[src/rtl/seg7_scan_decoder.sv]
// Captures a scanned active-low 7-segment bus, qualifies each digit pattern by stability and decodes it to a nibble.
// upd fires STABLE_CYCLES+2 cycles after a new pattern reaches the pins; no backpressure (the bus is sampled every cycle).
module seg7_scan_decoder #(
    parameter int NUM_DIGITS    = 4,
    parameter int STABLE_CYCLES = 4
) (
    input  logic                      clk,
    input  logic                      reset,
    input  logic [0:6]                seg,
    input  logic [NUM_DIGITS-1:0]     dig_sel,
    output logic [4*NUM_DIGITS-1:0]   hex_out,
    output logic [NUM_DIGITS-1:0]     err,
    output logic                      upd,
    output logic [2:0]                upd_idx,
    output logic                      frame_done
);

    typedef enum logic [1:0] {
        IDLE   = 2'd0,
        SETTLE = 2'd1,
        COMMIT = 2'd2,
        HOLD   = 2'd3
    } state_t;

    localparam logic [7:0] STABLE_N = 8'(STABLE_CYCLES);
    localparam logic [7:0] CNT_MAX  = 8'hFF;
    // A fresh latch already counts as one stable sample, so a threshold of 1 skips SETTLE.
    localparam state_t RELATCH_NEXT = (STABLE_CYCLES <= 1) ? COMMIT : SETTLE;
    localparam logic [NUM_DIGITS-1:0] ALL_SEEN = {NUM_DIGITS{1'b1}};

    logic [6:0]              s_seg_q, s_seg_d;
    logic [NUM_DIGITS-1:0]   s_sel_q, s_sel_d;
    state_t                  state_q, state_d;
    logic [7:0]              cnt_q, cnt_d;
    logic [6:0]              ref_seg_q, ref_seg_d;
    logic [NUM_DIGITS-1:0]   ref_sel_q, ref_sel_d;
    logic [4*NUM_DIGITS-1:0] hex_q, hex_d;
    logic [NUM_DIGITS-1:0]   err_q, err_d;
    logic                    upd_q, upd_d;
    logic [2:0]              upd_idx_q, upd_idx_d;
    logic                    frame_done_q, frame_done_d;
    logic [NUM_DIGITS-1:0]   seen_q, seen_d;

    logic                    sel_vld;
    logic                    same;
    logic [7:0]              cnt_inc;
    logic [2:0]              sel_idx;
    logic [4:0]              dec;
    logic [NUM_DIGITS-1:0]   seen_nxt;

    // Returns {illegal, nibble}; the pattern is read with g as the MSB.
    function automatic logic [4:0] decode(input logic [6:0] p);
        case (p)
            7'h40:   return 5'h00;
            7'h79:   return 5'h01;
            7'h24:   return 5'h02;
            7'h30:   return 5'h03;
            7'h19:   return 5'h04;
            7'h12:   return 5'h05;
            7'h02:   return 5'h06;
            7'h78:   return 5'h07;
            7'h00:   return 5'h08;
            7'h18:   return 5'h09;
            7'h08:   return 5'h0A;
            7'h03:   return 5'h0B;
            7'h46:   return 5'h0C;
            7'h21:   return 5'h0D;
            7'h06:   return 5'h0E;
            7'h0E:   return 5'h0F;
            default: return 5'h10;
        endcase
    endfunction

    assign s_seg_d  = seg;
    assign s_sel_d  = dig_sel;
    assign sel_vld  = $onehot(s_sel_q);
    assign same     = (s_seg_q == ref_seg_q) && (s_sel_q == ref_sel_q);
    assign cnt_inc  = (cnt_q == CNT_MAX) ? cnt_q : cnt_q + 8'd1;
    assign dec      = decode(ref_seg_q);
    assign seen_nxt = seen_q | ref_sel_q;

    always_comb begin
        sel_idx = 3'd0;
        for (int i = 0; i < NUM_DIGITS; i++) begin
            if (ref_sel_q[i]) begin
                sel_idx = 3'(i);
            end
        end
    end

    always_comb begin
        state_d      = state_q;
        cnt_d        = cnt_q;
        ref_seg_d    = ref_seg_q;
        ref_sel_d    = ref_sel_q;
        hex_d        = hex_q;
        err_d        = err_q;
        upd_d        = 1'b0;
        upd_idx_d    = upd_idx_q;
        frame_done_d = 1'b0;
        seen_d       = seen_q;

        case (state_q)
            IDLE: begin
                cnt_d = 8'd0;
                if (sel_vld) begin
                    ref_seg_d = s_seg_q;
                    ref_sel_d = s_sel_q;
                    cnt_d     = 8'd1;
                    state_d   = RELATCH_NEXT;
                end
            end
            SETTLE: begin
                if (!sel_vld) begin
                    cnt_d   = 8'd0;
                    state_d = IDLE;
                end else if (same) begin
                    cnt_d = cnt_inc;
                    if (cnt_inc >= STABLE_N) begin
                        state_d = COMMIT;
                    end
                end else begin
                    ref_seg_d = s_seg_q;
                    ref_sel_d = s_sel_q;
                    cnt_d     = 8'd1;
                    state_d   = RELATCH_NEXT;
                end
            end
            COMMIT: begin
                for (int i = 0; i < NUM_DIGITS; i++) begin
                    if (ref_sel_q[i]) begin
                        hex_d[4*i +: 4] = dec[3:0];
                        err_d[i]        = dec[4];
                    end
                end
                upd_d     = 1'b1;
                upd_idx_d = sel_idx;
                // Completing the frame clears the mask in the same cycle so the next frame starts clean.
                if (seen_nxt == ALL_SEEN) begin
                    frame_done_d = 1'b1;
                    seen_d       = '0;
                end else begin
                    seen_d = seen_nxt;
                end
                state_d = HOLD;
            end
            HOLD: begin
                if (!same) begin
                    if (!sel_vld) begin
                        cnt_d   = 8'd0;
                        state_d = IDLE;
                    end else begin
                        ref_seg_d = s_seg_q;
                        ref_sel_d = s_sel_q;
                        cnt_d     = 8'd1;
                        state_d   = RELATCH_NEXT;
                    end
                end
            end
            default: begin
                cnt_d   = 8'd0;
                state_d = IDLE;
            end
        endcase
    end

    always_ff @(posedge clk or posedge reset) begin
        if (reset) begin
            s_seg_q      <= 7'h7F;
            s_sel_q      <= '0;
            state_q      <= IDLE;
            cnt_q        <= 8'd0;
            ref_seg_q    <= 7'h7F;
            ref_sel_q    <= '0;
            hex_q        <= '0;
            err_q        <= '0;
            upd_q        <= 1'b0;
            upd_idx_q    <= 3'd0;
            frame_done_q <= 1'b0;
            seen_q       <= '0;
        end else begin
            s_seg_q      <= s_seg_d;
            s_sel_q      <= s_sel_d;
            state_q      <= state_d;
            cnt_q        <= cnt_d;
            ref_seg_q    <= ref_seg_d;
            ref_sel_q    <= ref_sel_d;
            hex_q        <= hex_d;
            err_q        <= err_d;
            upd_q        <= upd_d;
            upd_idx_q    <= upd_idx_d;
            frame_done_q <= frame_done_d;
            seen_q       <= seen_d;
        end
    end

    assign hex_out    = hex_q;
    assign err        = err_q;
    assign upd        = upd_q;
    assign upd_idx    = upd_idx_q;
    assign frame_done = frame_done_q;

endmodule

[config.mk]
export PLATFORM = sky130hd
export DESIGN_NAME = seg7_scan_decoder
export DESIGN_NICKNAME = d
export VERILOG_FILES = /design/src/rtl/seg7_scan_decoder.sv
export SDC_FILE = /design/constraint.sdc
export NUM_CORES = 1
export LEC_CHECK = 0
export CAP_MARGIN = 10
export CORE_ASPECT_RATIO = 1.5
export CORE_MARGIN = 3
export CORE_UTILIZATION = 40
export DETAILED_ROUTE_END_ITERATION = 12
export GPL_TIMING_DRIVEN = 0
export PLACE_DENSITY_LB_ADDON = 0.25
export REMOVE_ABC_BUFFERS = 1
export SYNTH_ARGS = -nofsm -noshare
export SYNTH_HDL_FRONTEND = slang
export SYNTH_SLANG_ARGS = --single-unit
[constraint.sdc]
create_clock -name clk -period 3.3 [get_ports clk]
set_input_delay 0.66 -clock clk [delete_from_list [all_inputs] [get_ports clk]]
set_output_delay 0.66 -clock clk [all_outputs]
set_load 0.03 [all_outputs]
# ---- Yosys cells after proc, flatten, opt, wreduce, memory -nomap -nowiden
# Cells that the tools add are included.
dict set report word_totals {
  ff_bits 61
  input_bits 13
  output_inout_bits 25
  word_cells 94
}
dict set report classes {
  n_addsub 4
  n_lt_le_gt_ge 1
  eq_ne 28
  muxes 31
  bitwise 1
  reduce_logical 11
}
# cell count
set ops {}
lappend ops {{$pmux 5 s16} 1}
lappend ops {{$mux 8} 4}
lappend ops {{$eq 7x7->1 const B} 4}
lappend ops {{$mux 7} 4}
lappend ops {{$pmux 8 s3} 1}
lappend ops {{$eq 7x5->1 const B} 3}
lappend ops {{$eq 7x6->1 const B} 3}
lappend ops {{$pmux 7 s3} 1}
lappend ops {{$mux 4} 5}
lappend ops {{$eq 7x2->1 const B} 2}
lappend ops {{$eq 7x4->1 const B} 2}
lappend ops {{$pmux 4 s3} 1}
lappend ops {{$mux 2} 5}
lappend ops {{$reduce_and 2->1} 5}
lappend ops {{$add 8x1->8 const B} 1}
lappend ops {{$eq 8x8->1 const B} 1}
lappend ops {{$ge 8x3->1 const B} 1}
lappend ops {{$ne 2x2->1 const B} 4}
lappend ops {{$pmux 2 s4} 1}
lappend ops {{$eq 7x3->1 const B} 1}
lappend ops {{$eq 7x7->1} 1}
lappend ops {{$logic_not 7->1} 1}
lappend ops {{$mux 1} 6}
lappend ops {{$mux 3} 2}
lappend ops {{14 further kinds} 16}

# ---- Depth between registers and ports, before layout
dict set report depth {
  word_depth 7
  mapped_depth 11
  mapped_depth_nobuf 10
}

# ---- Worst setup path before layout
# No wires, ideal clock.
dict set report synth_timing {
  path_kind {flip-flop to flip-flop}
  startpoint {reg s_sel_q[0]}
  endpoint {reg cnt_q[7]}
  setup_ps 78
  arrival_time_ps 2401
  required_ps 3222
  setup_slack_ps 822
  path_stages_with_launch 12
  n_path_buf 1
  period_less_slack_ps 2478
  cell_sequence {dfrtp_1 -> inv_1 -> fa_1 -> inv_1 -> ha_1 -> ha_1 -> nor3b_1 -> nand2_1 -> nor4_2 -> buf_4 -> o31ai_1 -> a21oi_1}
}
dict set report synth_between {
  elab_chain_cells 5
  word_cells_on_any_way 10
  cone_classes {add/sub (2); eq/ne (3); mux (3); reduce/logical (2)}
}
# element line_no
set synth_rtl {}
lappend synth_rtl {{start: declaration} 32} ;# logic [NUM_DIGITS-1:0] s_sel_q, s_sel_d;
lappend synth_rtl {{start signal: assignment} 183} ;# s_sel_q <= s_sel_d;
lappend synth_rtl {{$add 1x1->2 (implied by the code) or $eq 4x4->1 (tied branches)} {76, 77}}
lappend synth_rtl {{$add 2x2->3 (implied by the code) or $logic_and 1x1->1 (tied branches)} {76, 77}}
lappend synth_rtl {{$eq 3x1->1 or $mux 8 (tied branches)} {76, 117}}
lappend synth_rtl {{$mux 8} 114} ;# if (!sel_vld) begin
lappend synth_rtl {{$pmux 8 s3} 103} ;# case (state_q)
lappend synth_rtl {{end signal: assignment} 185} ;# cnt_q <= cnt_d;
lappend synth_rtl {{end: declaration} 34} ;# logic [7:0] cnt_q, cnt_d;
# Parallel ways exist; a longest one is shown, timed or not.
# A chain may end at the register's enable or synchronous reset.

# ---- Worst setup path after layout
# Same ends and word-level chain as after synthesis.

==> impl_metrics.tcl <==
set metrics [dict create \
    run_status "finished, final reports clean" \
    ios 38 \
    area.growth.synth_to_final_pct 20.8 \
    wirelength_microns 6210 \
    period_needed_ns 2.99 \
    final.setup.tns_ns 0 \
    track_usage_pct 15.2 \
    slew_violations 0 \
    finalHoldViolations 0 \
    die_x_microns 77.3 \
    first_pass_iters 4 \
    synth_flop_cell "dfrtp_1" \
    clock_tree.root_cell "clkbuf_8" \
    fmax_ghz 0.334 \
    fin_ws_ns 0.305 \
    clk-insertion-delay-late_ns 0.34 \
    numCtsBuffers 9 \
    cts.htree.levels 3 \
    fin_util_pct 50.3 \
    grt_pass1_wl_microns 10700 \
    fin_crit_sh_pct 90.8 \
    final_antenna_net_count 0 \
    grt_pass1_vias 2338 \
    ys_ff_latch 60 \
    die_area_sq_um 8730 \
    finalSetupViolations 0 \
    initial_utilization_pct 41.7 \
    cts_sinks 60 \
    drt-initial-drc-count 140 \
    worst_ep_required_time_ns 3.55 \
    syn-instance-count 296 \
    cts_resized 0 \
    fp-row-count 38 \
    grt_setup_unrepaired "false" \
    layout-drive-gt1-share_pct 17.2 \
    peakVddDrop_mv 0.403 \
    maxCapViolations 0 \
    avgSynthCellArea_sq_um 10.3 \
    vias 2275 \
    grt_overflow 0 \
    synth_top_area_cell "dfrtp_1" \
    cp_max_fo 12 \
    coreArea_sq_um 7320 \
    synthTopCellsByCount "dfrtp_1, nand2_1, a21oi_1" \
    cts_setup_buffers 0 \
    min_path_type "flop to flop" \
    synth_most_common_cell "dfrtp_1" \
    critPathKind "flop to flop" \
    place.gp.congestion 0.853 \
    synth_cell_types 61 \
    synth.cell_area_sq_um 3050 \
    worst_clock_skew_ns 0.0103 \
    place.port_buffers 36 \
    tightest_slew_ns 0.747 \
    synth_edf_count 0 \
    grt_max_degree 36 \
    ctsLongestPathBuffers 2 \
    wire_per_inst_microns 14.4 \
    cts_tree "built" \
    leakagePower_nw 1.49 \
    synth.area.top_cells "dfrtp_1, dfstp_2, mux2_4" \
    cts_hold_buffers 0 \
    start_kind "flop" \
    yosysSeqAreaShare_pct 49.8 \
    slew-limit-headroom_pct 50.0 \
    end_kind "flop" \
    clkTransAtPathRegs_ns 0.07 \
    die_h_microns 113 \
    antenna_cells 0 \
    antenna_found_initial 0 \
    drc 0 \
    arrival_ns 3.25 \
    yosys_warnings 0 \
    async_flop_share_pct 100 \
    avgViaCountPerCell 5.28 \
    dp_hpwl_microns 4480 \
    synthDominantCellAreaShare_pct 37.7 \
    powerDensity_nw_per_um2 637 \
    fin_nets 343 \
    reg2reg_slack_ns 0.31 \
    place_ws_ns 0.0421 \
]
cells by family after synthesis:
| kind of cell | count (synthesis) | share of synthesized area, % |
|---|---|---|
| buffers and inverters | 30 | 4.88 |
| AO/OA/AOI/OAI | 81 | 17.8 |
| multiplexers | 11 | 5.29 |
| flip-flops | 60 | 49.8 |
| XOR/XNOR | 13 | 3.73 |
| AND/OR/NAND/NOR | 96 | 16.5 |
| adder cells (fa/ha/maj) | 4 | 1.89 |
| other | 1 | 0.123 |
registers in the layout, indices dropped and copies added (netlist names), named ones only:
register    cells
cnt_q           8
err             4
frame_done      1
hex_out        16
ref_seg_q       7
ref_sel_q       4
s_seg_q         7
s_sel_q         4
seen_q          4
state_q         1
upd             1
upd_idx         2
worst max-delay path, stage by stage (launching register included):
cell	delay (ns)
dfrtp_1	0.40
inv_1	0.08
fa_1	0.53
inv_1	0.04
ha_1	0.17
ha_1	0.29
nor3b_1	0.40
nand2_1	0.16
nor4_4	0.48
a41oi_1	0.20
a21oi_1	0.17
metal layers:
metal | wire length (microns) | global-route usage [%] | vias to the layer above
met5 | 0 | 0 | -
met4 | 112 | 6.53 | 0
met3 | 204 | 3.74 | 11
met2 | 3260 | 27.5 | 39
met1 | 2630 | 16.8 | 1117
li1 | - | - | 1108
final timing paths:
check | endpoint | startpoint | cells past startpoint
min reg2reg | hex_out[1] | hex_out[1] | 2
min | hex_out[1] | hex_out[1] | 2
max | cnt_q[7] | s_sel_q[0] | 10
max reg2reg | cnt_q[7] | s_sel_q[0] | 10
max in group asynchronous | s_seg_q[1] | reset | 3
min in group asynchronous | upd_idx[1] | reset | 2
layout make-up:
| type | count | area, sq um |
|---|---|---|
| clock buffer | 10 | 128 |
| clock inverter | 6 | 88.8 |
| fill | 699 | 3640 |
| inverter | 12 | 45.0 |
| multi-input combinational | 206 | 1400 |
| sequential | 60 | 1520 |
| tap | 100 | 125 |
| timing repair buffer | 37 | 380 |
power by group:
part	switching, mW	total [mW]	internal [mW]
sequential	0.218	1.06	0.846
combinational	0.273	0.570	0.297
clock	0.288	0.713	0.425
cells in the final DEF, fill, tap and decap left out, types with 3 or more instances in the layout:
master | netlist | layout
nor2_1 | 16 | 16
ha_1 | 3 | 3
nand3_1 | 6 | 6
nor3b_1 | 3 | 3
inv_1 | 12 | 11
nand4_1 | 7 | 7
nand2b_1 | 3 | 3
mux2_4 | 10 | 10
nor2b_1 | 3 | 3
o21ai_1 | 3 | 3
dfrtp_1 | 46 | 46
dfstp_2 | 14 | 14
o21ai_0 | 20 | 20
xnor2_1 | 12 | 12
nor3_1 | 3 | 3
a21oi_1 | 28 | 28
and3_1 | 3 | 3
clkbuf_8 | 0 | 9
o21ai_2 | 4 | 4
clkdlybuf4s50_1 | 0 | 36
nand2_1 | 37 | 37
through the flow:
step	hold WS [ns]	instance area, sq um	total power, mW	std cells
final	0.481	3680	2.35	431
after global routing	0.511	3680	2.48	431
after CTS	0.485	3670	2.36	431
after detailed placement	0.470	3450	1.64	415
after global placement	0.468	3430	1.62	414
after floorplan	0.462	2950	1.48	278
(Power assumes the default switching activity.)
==> RTL edit, RTL diff (config.mk and constraints unchanged) <==
The parameter `NUM_DIGITS` goes from 4 to 2.
--- a/src/rtl/seg7_scan_decoder.sv
+++ b/src/rtl/seg7_scan_decoder.sv
@@ -2,5 +2,5 @@
 // upd fires STABLE_CYCLES+2 cycles after a new pattern reaches the pins; no backpressure (the bus is sampled every cycle).
 module seg7_scan_decoder #(
-    parameter int NUM_DIGITS    = 4,
+    parameter int NUM_DIGITS    = 2,
     parameter int STABLE_CYCLES = 4
 ) (
Ports: changed (resized dig_sel, err and hex_out); port bits go from 38 to 26. The function was not compared with the original's and may differ.
==> RTL edit against the original RTL <==
Setup slack improved by 0.57 ns; critical path depth is 5 lower; wire length decreased by 28%; first-iteration DRC count down 12%; die area is 23% lower; synthesized cell count is 18% lower; sequential cell count decreased by 17; final cell count is 24% lower; final area is 28% lower; synthesized area fell by 24%; critical endpoint is now cnt_q[1]$_DFFE_PP0P_; highest routed layer unchanged.
Power is not compared: it rests on default switching activity, and its combinational part moved more than twofold at a synthesized area within 25%.
==> RTL edit: results (changes against the original RTL) <==
- Mux cell area share after synthesis: 4.33% (-0.96 points)
- I/O Buffers: 23 (-36%)
- Nonclk inv count: 11 (-1)
- Largest cells by area after synthesis: dfrtp_1, dfstp_2, xnor2_1, nand2_1, o21ai_0
- WL final: 4460 um (-28%)
- Gp weighted congestion: 0.906 (+6.2%)
- First-pass GRT wire length: 7540 um (-29%)
- Synth Area in Adders: 0.541% (-1.3 points)
- Drt initial violations: 123 (-12%)
- Syn avg cell area: 9.48 sq um (-8.0%)
- Post-Synth XOR/XNOR Area: 5.30% (+1.6 points)
- Met1 Wirelength: 1870 um (-29%)
- GR Util met1: 18.7% (+1.8 points)
- Rel. slew slack: 27.6% (-22 points)
- Clk_skew: 0.0107 ns (+0.000405 ns)
- Post-synth top cells: dfrtp_1, nand2_1, o21ai_0
- Bufs w/o clock: 23 (-38%)
- Largest net degree at the start of global routing: 44 (+22%)
- Vias/cell: 5.42 (+2.6%)
- Status: finished clean
- HPWL Detailed: 3100 um (-31%)
- CP arrival: 2.65 ns (-0.60 ns)
- Post-synthesis sequential area ratio: 47.3% (-2.5 points)
- Compound-gate portion of the synthesized area: 17.4% (-0.43 points)
- Synth unique cells: 50 (-18%)
- Clk tree area frac: 4.23% (-1.6 points)
- Clock buf count: 5 (-5)
- Layout fillers: 570 (-18%)
- Drt wl/cell: 13.6 um (-5.7%)
- Nets@finish: 269 (-22%)
- Num sequential: 43 (-28%)
- Crit-path max FO: 17 (+5)
- Worst r2r path cells: 5 (-5)
- Vias in the first global route: 1593 (-32%)
- Placed Cells incl. Taps: 320 (-23%)
- Clk pin slew, worst setup/hold paths: 0.09 ns (+0.02 ns)
[RTL edit: cell types whose count changed after synthesis, sizes merged, moves of 5 or more]
| cell | before | now |
|---|---|---|
| nand2 | 37 | 25 |
| nand3 | 6 | 14 |
| nand4 | 8 | 3 |
| dfrtp | 46 | 29 |
| a21oi | 28 | 15 |
| o21ai | 27 | 18 |
[RTL edit: worst paths after layout]
path / startpoint / end / slack [ns]
setup reg to reg: ref_seg_q[6]$_DFFE_PP1P_ / cnt_q[1]$_DFFE_PP0P_ / 0.87
setup / recovery: ref_seg_q[6]$_DFFE_PP1P_ / cnt_q[1]$_DFFE_PP0P_ / 0.87
hold / removal: err[0]$_DFFE_PP0P_ / err[0]$_DFFE_PP0P_ / 0.48
min in group asynchronous: reset / cnt_q[2]$_DFFE_PP0P_ / 0.85
max in group asynchronous: reset / err[0]$_DFFE_PP0P_ / 1.90
hold reg to reg: err[0]$_DFFE_PP0P_ / err[0]$_DFFE_PP0P_ / 0.48
